## src/rtl/cmp_share_arb_pkg.sv

```systemverilog
// Shared types and constants for the comparator-sharing arbiter slice.
package cmp_share_pkg;

  localparam int CMP_WIDTH_DEF = 64;
  localparam int CMP_NREQ_DEF  = 4;

  typedef enum logic {
    S_EMPTY,
    S_FULL
  } slot_state_t;

  // Width of an index into n items, never narrower than one bit.
  function automatic int clog2_min1(input int n);
    return (n <= 1) ? 1 : $clog2(n);
  endfunction

endpackage

```

## src/rtl/cmp_share_arb_if.sv

```systemverilog
// Request/response bundle between clients and the shared comparator arbiter.
interface cmp_share_arb_if
  import cmp_share_pkg::*;
#(
  parameter int WIDTH = CMP_WIDTH_DEF,
  parameter int NREQ  = CMP_NREQ_DEF,
  parameter int IDW   = clog2_min1(NREQ)
);

  logic [NREQ-1:0]       req_valid;
  logic [NREQ-1:0]       req_ready;
  logic [NREQ*WIDTH-1:0] req_op1;
  logic [NREQ*WIDTH-1:0] req_op2;

  logic                  resp_valid;
  logic                  resp_ready;
  logic [IDW-1:0]        resp_id;
  logic                  resp_eq;
  logic                  resp_lt;
  logic                  resp_ltu;

  modport master (
    output req_valid, req_op1, req_op2, resp_ready,
    input  req_ready, resp_valid, resp_id, resp_eq, resp_lt, resp_ltu
  );

  modport slave (
    input  req_valid, req_op1, req_op2, resp_ready,
    output req_ready, resp_valid, resp_id, resp_eq, resp_lt, resp_ltu
  );

endinterface

```

## src/rtl/cmp_share_arb_rr_pick.sv

```systemverilog
// Round-robin picker: first set request at or after ptr, wrapping mod NREQ.
module cmp_rr_pick
  import cmp_share_pkg::*;
#(
  parameter int NREQ = CMP_NREQ_DEF,
  parameter int IDW  = clog2_min1(NREQ)
) (
  input  logic [NREQ-1:0] req,
  input  logic [IDW-1:0]  ptr,
  output logic [NREQ-1:0] gnt_oh,
  output logic [IDW-1:0]  gnt_idx,
  output logic            any_gnt
);

  logic [2*NREQ-1:0] dbl;
  logic [NREQ-1:0]   rot;
  int unsigned       off;
  int unsigned       sum;

  always_comb begin
    // Rotate so bit 0 is the requester at ptr; the doubled copy supplies the wrap.
    dbl     = {req, req} >> ptr;
    rot     = dbl[NREQ-1:0];
    any_gnt = 1'b0;
    off     = 0;
    for (int unsigned i = 0; i < NREQ; i++) begin
      if (!any_gnt && rot[i]) begin
        any_gnt = 1'b1;
        off     = i;
      end
    end
    sum = 32'(ptr) + off;
    if (sum >= NREQ) sum = sum - NREQ;
    gnt_idx = IDW'(sum);
    gnt_oh  = any_gnt ? (NREQ'(1) << sum) : '0;
  end

endmodule

```

## src/rtl/comparatortree.sv

```systemverilog
// Combinational EQ / signed LT / unsigned LT over WIDTH-bit operands,
// built as a balanced reduction tree of per-bit (eq, lt) pairs.
module comparatortree #(
  parameter int WIDTH = 64
) (
  input  logic [WIDTH-1:0] a,
  input  logic [WIDTH-1:0] b,
  output logic             eq,
  output logic             lt,
  output logic             ltu
);

  localparam int NLEAF = 1 << $clog2(WIDTH);

  logic [NLEAF-1:0] e;
  logic [NLEAF-1:0] l;

  always_comb begin
    e = '1;
    l = '0;
    for (int unsigned i = 0; i < WIDTH; i++) begin
      e[i] = ~(a[i] ^ b[i]);
      l[i] = ~a[i] & b[i];
    end
    // Higher-index node decides unless it is equal, then the lower one does.
    for (int unsigned s = 1; s < NLEAF; s = s * 2) begin
      for (int unsigned i = 0; i < NLEAF; i = i + 2 * s) begin
        l[i] = l[i+s] | (e[i+s] & l[i]);
        e[i] = e[i] & e[i+s];
      end
    end
  end

  assign eq  = e[0];
  assign ltu = l[0];
  // Differing sign bits decide the signed order; otherwise it matches unsigned.
  assign lt  = (a[WIDTH-1] ^ b[WIDTH-1]) ? a[WIDTH-1] : l[0];

endmodule

```

## src/rtl/cmp_share_arb.sv

```systemverilog
// Shares one comparatortree among NREQ requesters through a round-robin
// arbiter and a single registered response slot.
module cmp_share_arb
  import cmp_share_pkg::*;
#(
  parameter int WIDTH = CMP_WIDTH_DEF,
  parameter int NREQ  = CMP_NREQ_DEF
) (
  input  logic           clk,
  input  logic           reset,
  cmp_share_arb_if.slave bus
);

  localparam int IDW = clog2_min1(NREQ);

  slot_state_t      state_q;
  slot_state_t      state_d;
  logic [IDW-1:0]   rr_ptr;
  logic [IDW-1:0]   ptr_nxt;

  logic [NREQ-1:0]  gnt_oh;
  logic [IDW-1:0]   gnt_idx;
  logic             any_gnt;
  logic             can_accept;
  logic             xfer;

  logic [WIDTH-1:0] op1;
  logic [WIDTH-1:0] op2;
  logic             cmp_eq;
  logic             cmp_lt;
  logic             cmp_ltu;

  logic [IDW-1:0]   resp_id_q;
  logic             resp_eq_q;
  logic             resp_lt_q;
  logic             resp_ltu_q;

  cmp_rr_pick #(
    .NREQ (NREQ),
    .IDW  (IDW)
  ) u_pick (
    .req     (bus.req_valid),
    .ptr     (rr_ptr),
    .gnt_oh  (gnt_oh),
    .gnt_idx (gnt_idx),
    .any_gnt (any_gnt)
  );

  assign can_accept    = (state_q == S_EMPTY) || bus.resp_ready;
  assign bus.req_ready = (can_accept && any_gnt && !reset) ? gnt_oh : '0;
  assign xfer          = |(bus.req_valid & bus.req_ready);

  // Part-select mux: only the granted requester's operands reach the comparator.
  always_comb begin
    op1 = '0;
    op2 = '0;
    for (int unsigned i = 0; i < NREQ; i++) begin
      if (gnt_idx == IDW'(i)) begin
        op1 = bus.req_op1[i*WIDTH +: WIDTH];
        op2 = bus.req_op2[i*WIDTH +: WIDTH];
      end
    end
  end

  comparatortree #(
    .WIDTH (WIDTH)
  ) u_cmp (
    .a   (op1),
    .b   (op2),
    .eq  (cmp_eq),
    .lt  (cmp_lt),
    .ltu (cmp_ltu)
  );

  always_comb begin
    state_d = state_q;
    ptr_nxt = (gnt_idx == IDW'(NREQ - 1)) ? '0 : gnt_idx + 1'b1;
    case (state_q)
      S_EMPTY: if (xfer) state_d = S_FULL;
      S_FULL:  if (bus.resp_ready && !xfer) state_d = S_EMPTY;
      default: state_d = S_EMPTY;
    endcase
  end

  always_ff @(posedge clk) begin
    if (reset) begin
      state_q    <= S_EMPTY;
      rr_ptr     <= '0;
      resp_id_q  <= '0;
      resp_eq_q  <= 1'b0;
      resp_lt_q  <= 1'b0;
      resp_ltu_q <= 1'b0;
    end else begin
      state_q <= state_d;
      if (xfer) begin
        rr_ptr     <= ptr_nxt;
        resp_id_q  <= gnt_idx;
        resp_eq_q  <= cmp_eq;
        resp_lt_q  <= cmp_lt;
        resp_ltu_q <= cmp_ltu;
      end
    end
  end

  assign bus.resp_valid = (state_q == S_FULL);
  assign bus.resp_id    = resp_id_q;
  assign bus.resp_eq    = resp_eq_q;
  assign bus.resp_lt    = resp_lt_q;
  assign bus.resp_ltu   = resp_ltu_q;

endmodule
```

## src/flat_wrapper.sv

```systemverilog
// flat-port wrapper written by rule: the top's interface ports become plain ports
module cmp_share_arb_flat import cmp_share_pkg::*;
#(
  parameter int WIDTH = CMP_WIDTH_DEF,
  parameter int NREQ  = CMP_NREQ_DEF
)
  (clk, reset, bus_req_valid, bus_req_op1, bus_req_op2, bus_resp_ready, bus_req_ready, bus_resp_valid, bus_resp_id, bus_resp_eq, bus_resp_lt, bus_resp_ltu);
  cmp_share_arb_if #(.WIDTH(WIDTH), .NREQ(NREQ)) bus_i ();
  input  logic clk;
  input  logic reset;
  input wire logic [$bits(bus_i.req_valid)-1:0] bus_req_valid;
  input wire logic [$bits(bus_i.req_op1)-1:0] bus_req_op1;
  input wire logic [$bits(bus_i.req_op2)-1:0] bus_req_op2;
  input wire logic [$bits(bus_i.resp_ready)-1:0] bus_resp_ready;
  output wire logic [$bits(bus_i.req_ready)-1:0] bus_req_ready;
  output wire logic [$bits(bus_i.resp_valid)-1:0] bus_resp_valid;
  output wire logic [$bits(bus_i.resp_id)-1:0] bus_resp_id;
  output wire logic [$bits(bus_i.resp_eq)-1:0] bus_resp_eq;
  output wire logic [$bits(bus_i.resp_lt)-1:0] bus_resp_lt;
  output wire logic [$bits(bus_i.resp_ltu)-1:0] bus_resp_ltu;
  assign bus_i.req_valid = bus_req_valid;
  assign bus_i.req_op1 = bus_req_op1;
  assign bus_i.req_op2 = bus_req_op2;
  assign bus_i.resp_ready = bus_resp_ready;
  assign bus_req_ready = bus_i.req_ready;
  assign bus_resp_valid = bus_i.resp_valid;
  assign bus_resp_id = bus_i.resp_id;
  assign bus_resp_eq = bus_i.resp_eq;
  assign bus_resp_lt = bus_i.resp_lt;
  assign bus_resp_ltu = bus_i.resp_ltu;
  cmp_share_arb #(.WIDTH(WIDTH), .NREQ(NREQ)) u_core (.clk(clk), .reset(reset), .bus(bus_i));
endmodule
```

## config.mk

```make
export PLATFORM = sky130hd
export DESIGN_NAME = cmp_share_arb_flat
export DESIGN_NICKNAME = d
export VERILOG_FILES = /design/src/rtl/cmp_share_arb_pkg.sv /design/src/rtl/cmp_share_arb_if.sv /design/src/rtl/cmp_share_arb_rr_pick.sv /design/src/rtl/comparatortree.sv /design/src/rtl/cmp_share_arb.sv /design/src/flat_wrapper.sv
export SDC_FILE = /design/constraint.sdc
export NUM_CORES = 1
export LEC_CHECK = 0
export ABC_AREA = 0
export ABC_CLOCK_PERIOD_IN_PS = 12500
export CORE_AREA = 2 2 207 209
export DETAILED_ROUTE_END_ITERATION = 12
export DIE_AREA = 0 0 209 211
export DONT_BUFFER_PORTS = 1
export GPL_ROUTABILITY_DRIVEN = 0
export GPL_TIMING_DRIVEN = 0
export HOLD_SLACK_MARGIN = 0.06
export SETUP_SLACK_MARGIN = 0.5
export SKIP_LAST_GASP = 1
export SLEW_MARGIN = 20
export SYNTH_ARGS = -nofsm -noshare
export SYNTH_HDL_FRONTEND = slang
export SYNTH_SLANG_ARGS = --single-unit
```

## constraint.sdc

```tcl
create_clock -name clk -period 12.5 [get_ports clk]
set_input_delay 1.875 -clock clk [delete_from_list [all_inputs] [get_ports clk]]
set_output_delay 1.875 -clock clk [all_outputs]
set_load 0.005 [all_outputs]
```

==> results_dict.tcl, run 1 <==
set metrics [dict create \
    critPathKind "input port to register" \
    tritoncts "done" \
    max_freq_mhz 126 \
    worstReg2RegStart "u_core.rr_ptr[0]" \
    die_area_um2 44100 \
    worst_pin_slew_ns 0.970 \
    rows 75 \
    root_buffer "clkbuf_16" \
    synth_area_um2 5400 \
    drive_gt1_frac 0.0286 \
    grt_pass1_wl_mm 51.5 \
    ant_nets 0 \
    syn-num-nets 1429 \
    synth.area.top_cells "a221o_1 (24%), o21ai_1 (18%), ha_1 (17%)" \
    critPathLaunchType "input port" \
    slew_violations 0 \
    hold_path_depth 2 \
    cts_buffer_depth 2 \
    r2r_cells 19 \
    n_fill_cell 4835 \
    drc 0 \
    outcome "completed" \
    grt.total_usage 0.166 \
    drv_cap 0 \
    finalHoldViolations 0 \
    reg2reg_to "u_core.bus.resp_lt" \
    crit_fanout 10 \
    ctsHtreeMaxLevel 1 \
    grt_overflow 0 \
    cts_setup_buffers 0 \
    crit_arrival_ns 8.04 \
    synthToLayoutAreaGrowth_pct 14.0 \
    end_kind "register" \
    clock-sinks 8 \
    min_to "u_core.bus.resp_id[1]" \
    netlist.area_leader.share 0.237 \
    fin_nets 1434 \
    dieHeight_um 211 \
    cts_resized 0 \
    clk_pin_slew_ns 0.04 \
    fin_crit_sh 0.633 \
    min_from "u_core.bus.resp_id[1]" \
    ys_seq_area_frac 0.0297 \
    tns_ns 0 \
    first_pass_iters 7 \
    drt_iter0_markers 627 \
    viasPerCell 5.43 \
    ys_dominant_reg_cell "dfxtp_1" \
    port_buffers 0 \
    vias 7502 \
    numCtsBuffers 3 \
    max_slew_margin 0.353 \
    postCtsHoldBufs 0 \
    hpwl_mm 33.5 \
    start_util 0.129 \
    synth_edf_count 0 \
    post-route-min-period_ns 7.92 \
    io_pins 529 \
    worstSkewPairLatency_ns 0.23 \
    finalSetupViolCount 0 \
    grt_max_degree 11 \
    ys_ff_latch 8 \
    wire_per_inst_um 28.6 \
    antenna_found_initial 3 \
    drt-total-wl_mm 39.4 \
    synth.distinct_cells 49 \
    synthCells 837 \
    die-width_um 209 \
    worst_clock_skew_ns 0.00178 \
    reg2reg_slack_ns 5.85 \
    yosysMostFrequentCell "o21ai_1" \
    ys_top_cells_by_count "o21ai_1 (198), a221o_1 (128), a21oi_1 (91)" \
    syn_area_per_cell_um2 6.45 \
    grt_pass1_vias 7298 \
    hp-class "register to register" \
    synth_area_leader_cell "a221o_1" \
    ys_warn_count 0 \
    core_area_um2 41800 \
    cp.required_ns 12.62 \
    synth-async-reset-ratio 0 \
    rsz0062_at_grt "false" \
]
## sequential cells by signal, indices dropped and copies added, names as in the netlist
name,count
u_core.bus.resp_id,2
u_core.rr_ptr,2
u_core.bus.resp_eq,1
u_core.bus.resp_lt,1
u_core.bus.resp_valid,1
u_core.bus.resp_ltu,1
## metrics by stage
stage / util / area (µm²) / std cells / worst slack (ns) / hold WS, ns
floorplan: - / 5400 / 837 / 6.51 / 0.485
global placement: 0.145 / 6070 / 1376 / 4.08 / 0.515
detailed placement: 0.145 / 6080 / 1376 / 3.96 / 0.523
CTS: 0.147 / 6150 / 1379 / 4.18 / 0.539
global route: 0.147 / 6160 / 1381 / 4.13 / 0.556
finish: 0.147 / 6160 / 1381 / 4.58 / 0.536
## worst max path at each step
stage	slack (ns)	start	to
finish	4.58	bus_req_valid[2]	u_core.bus.resp_lt
global route	4.13	bus_req_valid[2]	u_core.bus.resp_lt
CTS	4.18	bus_req_valid[2]	u_core.bus.resp_ltu
detailed placement	3.96	bus_req_valid[2]	u_core.bus.resp_ltu
global placement	4.08	bus_req_valid[2]	u_core.bus.resp_ltu
floorplan	6.51	bus_req_valid[2]	u_core.bus.resp_ltu
## worst max-delay path: stages
cell and delay [ns]:
buf_2 0.16, or4_1 0.51, o2111ai_1 0.10, ha_1 0.19
xor2_1 0.18, inv_1 0.18, ha_1 0.37, clkbuf_1 0.68
clkbuf_1 0.61, clkbuf_1 0.70, a21oi_1 0.32, ha_1 0.39
a21o_1 0.16, a221o_1 0.33, a221oi_1 0.49, o21ai_1 0.22
nand2_1 0.21, nand4_1 0.12, a31o_1 0.22
## cells by family after synthesis
logic type / Yosys count / share of synthesized area
DFF: 8 / 0.0297
xor gates and xnor gates: 1 / 0.00162
buffers and inverters: 92 / 0.0665
adders and majority gates: 74 / 0.171
AOI/OAI and AO/OA: 445 / 0.544
muxes: 4 / 0.00742
and+or+nand+nor: 213 / 0.179
## per-layer routing
metal,share of wire,GRT usage
met1,0.39,0.193
met2,0.48,0.299
met3,0.078,0.0268
met4,0.055,0.0727
met5,0,0
## cell usage in the layout (no fill, tap or decap), drive strengths merged, types with 3 or more instances in the layout
cell	n
buf	12
a21oi	92
and2	5
nand2b	4
dfxtp	8
o21ai	205
a221oi	5
mux2i	4
a31oi	3
ha	73
nand4	11
a221o	128
nand2	89
nor2	80
inv	5
and4	4
nor3b	3
nand3	6
clkbuf	78
nor3	4
## cell type report
class | instances | area, µm² | share of cell area
Antenna cell | 2 | 5.00 | 0.000813
Buffer | 87 | 344 | 0.0559
Clock buffer | 3 | 75.1 | 0.0122
Inverter | 5 | 18.8 | 0.00305
Multi-Input combinational cell | 737 | 4880 | 0.793
Sequential cell | 8 | 160 | 0.0260
Tap cell | 539 | 674 | 0.110
Power of run 1 is not shown: default switching activity piles up to over one toggle a cycle in this logic, so the estimate is an artifact.
==> run 2: changes to the inputs <==
- ABC_CLOCK_PERIOD_IN_PS: 12500 -> 7940
- clock period: 12.5 -> 7.94 ns (I/O delays scaled with it)
==> run 2 against run 1 <==
Setup slack got worse by 3.5 ns; sequential share of layout area about the same; via count fell by 0.31%; register-to-register slack got worse by 4.2 ns; cell area increased by 0.10%; global-route usage hardly changed; clock skew down 0.0010 ns; critical endpoint unchanged; highest routed layer unchanged.
==> results_dict.tcl, run 2 (synthesis gave the netlist of run 1 again) <==
set metrics [dict create \
    dieHeight_um 211 \
    antenna_found_initial 3 \
    drc 0 \
    clock-sinks 8 \
    ctsHtreeMaxLevel 1 \
    worst_pin_slew_ns 0.964 \
    rows 75 \
    cts_buffer_depth 2 \
    placed_area_um2 6080 \
    finalHoldViolations 0 \
    path_cells "buf_2, or4_1, o2111ai_1, ha_1, xor2_1, ha_1, nor2b_1, buf_2, clkbuf_1, a221o_1, o21ai_1, nor2_1, a21oi_1, ha_1, and2_1, a221o_1, a221oi_1, o21ai_1, nand2_1, nand4_1, a31o_1" \
    grt.total_usage 0.166 \
    crit_path_max_incr_delay_ns 0.72 \
    drv_cap 0 \
    drt_iter0_markers 657 \
    max_slew_margin 0.357 \
    tritoncts "done" \
    final_cell_mix "o21ai_1 (198), a221o_1 (128), a21oi_1 (91)" \
    hold_path_depth 2 \
    r2r_cells 21 \
    drt-total-wl_mm 39.5 \
    post-route-min-period_ns 6.89 \
    tns_ns 0 \
    worst_clock_skew_ns 0.000776 \
    crit_fanout 10 \
    crit_arrival_ns 7.01 \
    drive_gt1_frac 0.0321 \
    fin_nets 1434 \
    viasPerCell 5.41 \
    root_buffer "clkbuf_16" \
    finalSetupViolCount 0 \
    vias 7479 \
    die_area_um2 44100 \
    io_pins 529 \
    die-width_um 209 \
    max_freq_mhz 145 \
    numCtsBuffers 3 \
    grt_pass1_wl_mm 51.6 \
    grt_overflow 0 \
    core_area_um2 41800 \
    critPathLaunchType "input port" \
    cpMostUsedCell "ha_1" \
    end_kind "register" \
    outcome "completed" \
    final_common_cell "o21ai_1" \
    reg2reg_slack_ns 1.63 \
    synthToLayoutAreaGrowth_pct 14.2 \
    final_util 0.148 \
    slew_violations 0 \
    min_from "u_core.bus.resp_id[0]" \
    cts_setup_buffers 0 \
    final_cell_area_um2 6160 \
    ant_nets 0 \
    hp-class "register to register" \
    first_pass_iters 5 \
    n_fill_cell 4834 \
    rsz0062_at_grt "false" \
    fin_crit_sh 0.867 \
    critPathKind "input port to register" \
    port_buffers 0 \
    setup_slack_ns 1.05 \
    hpwl_mm 33.5 \
    grt_max_degree 11 \
    worstReg2RegStart "u_core.rr_ptr[0]" \
    grt_pass1_vias 7297 \
    min_to "u_core.bus.resp_id[0]" \
    wire_per_inst_um 28.6 \
    cp.required_ns 8.06 \
    slowest_stage "clkbuf_1" \
    reg2reg_to "u_core.bus.resp_lt" \
    start_util 0.129 \
    pre_cts_ws_ns 0.0884 \
    worstSkewPairLatency_ns 0.23 \
    clk_pin_slew_ns 0.04 \
]
==> run 2: cell count changes in the layout (fill, tap and decap cells not counted), sizes merged <==
cell,previous run,this run
diode,2,3
==> run 2: worst max-delay path, delay by kind of cell <==
kind,cells,cell delay (ns)
adder cells (fa/ha/maj),3,0.78
buffers and inverters,3,1.34
AO/OA/AOI/OAI,8,1.96
AND/OR/NAND/NOR,6,1.24
XOR/XNOR,1,0.46
==> run 2: area by class of cell <==
| class | count | area (µm²) | area share |
|---|---|---|---|
| flip-flops and latches | 8 | 160 | 0.0260 |
| multi-input cells | 737 | 4880 | 0.792 |
| plain buffers | 87 | 348 | 0.0564 |
| inverters | 5 | 18.8 | 0.00305 |
| diodes | 3 | 7.51 | 0.00122 |
| well taps | 539 | 674 | 0.109 |
| clock buffers | 3 | 75.1 | 0.0122 |
==> run 2: worst max path at each step <==
| stage | to | start | slack (ns) | cells past startpoint |
|---|---|---|---|---|
| 2_1_floorplan | u_core.bus.resp_ltu | bus_req_valid[2] | 2.64 | 21 |
| 3_3_place_gp | u_core.bus.resp_ltu | bus_req_valid[2] | 0.20 | 19 |
| 3_5_place_dp | u_core.bus.resp_ltu | bus_req_valid[2] | 0.09 | 19 |
| 4_1_cts | u_core.bus.resp_ltu | bus_req_valid[2] | 0.51 | 19 |
| 5_1_grt | u_core.bus.resp_ltu | bus_req_valid[2] | 0.54 | 21 |
| 6_report | u_core.bus.resp_lt | bus_req_valid[2] | 1.05 | 21 |
==> run 2: repair_timing <==
action,in CTS,in global routing
hold buffers,0,0
gates resized for setup,2,5
pin swaps,0,0
endpoints found under the setup margin,2,3
==> run 2: routing by layer <==
layer,track usage,routed length [µm],up-vias
li1,-,-,3305
met1,0.193,15300,3479
met2,0.299,19200,572
met3,0.0268,3060,123
met4,0.0727,1990,0
met5,0,0,-
==> run 2: per-stage QoR <==
step           std cells  hold slack [ns]
2_1_floorplan        837            0.485
3_3_place_gp        1376            0.515
3_5_place_dp        1376            0.523
4_1_cts             1379            0.539
5_1_grt             1381            0.556
6_report            1382            0.545
Power of run 2 is left out for the same reason.
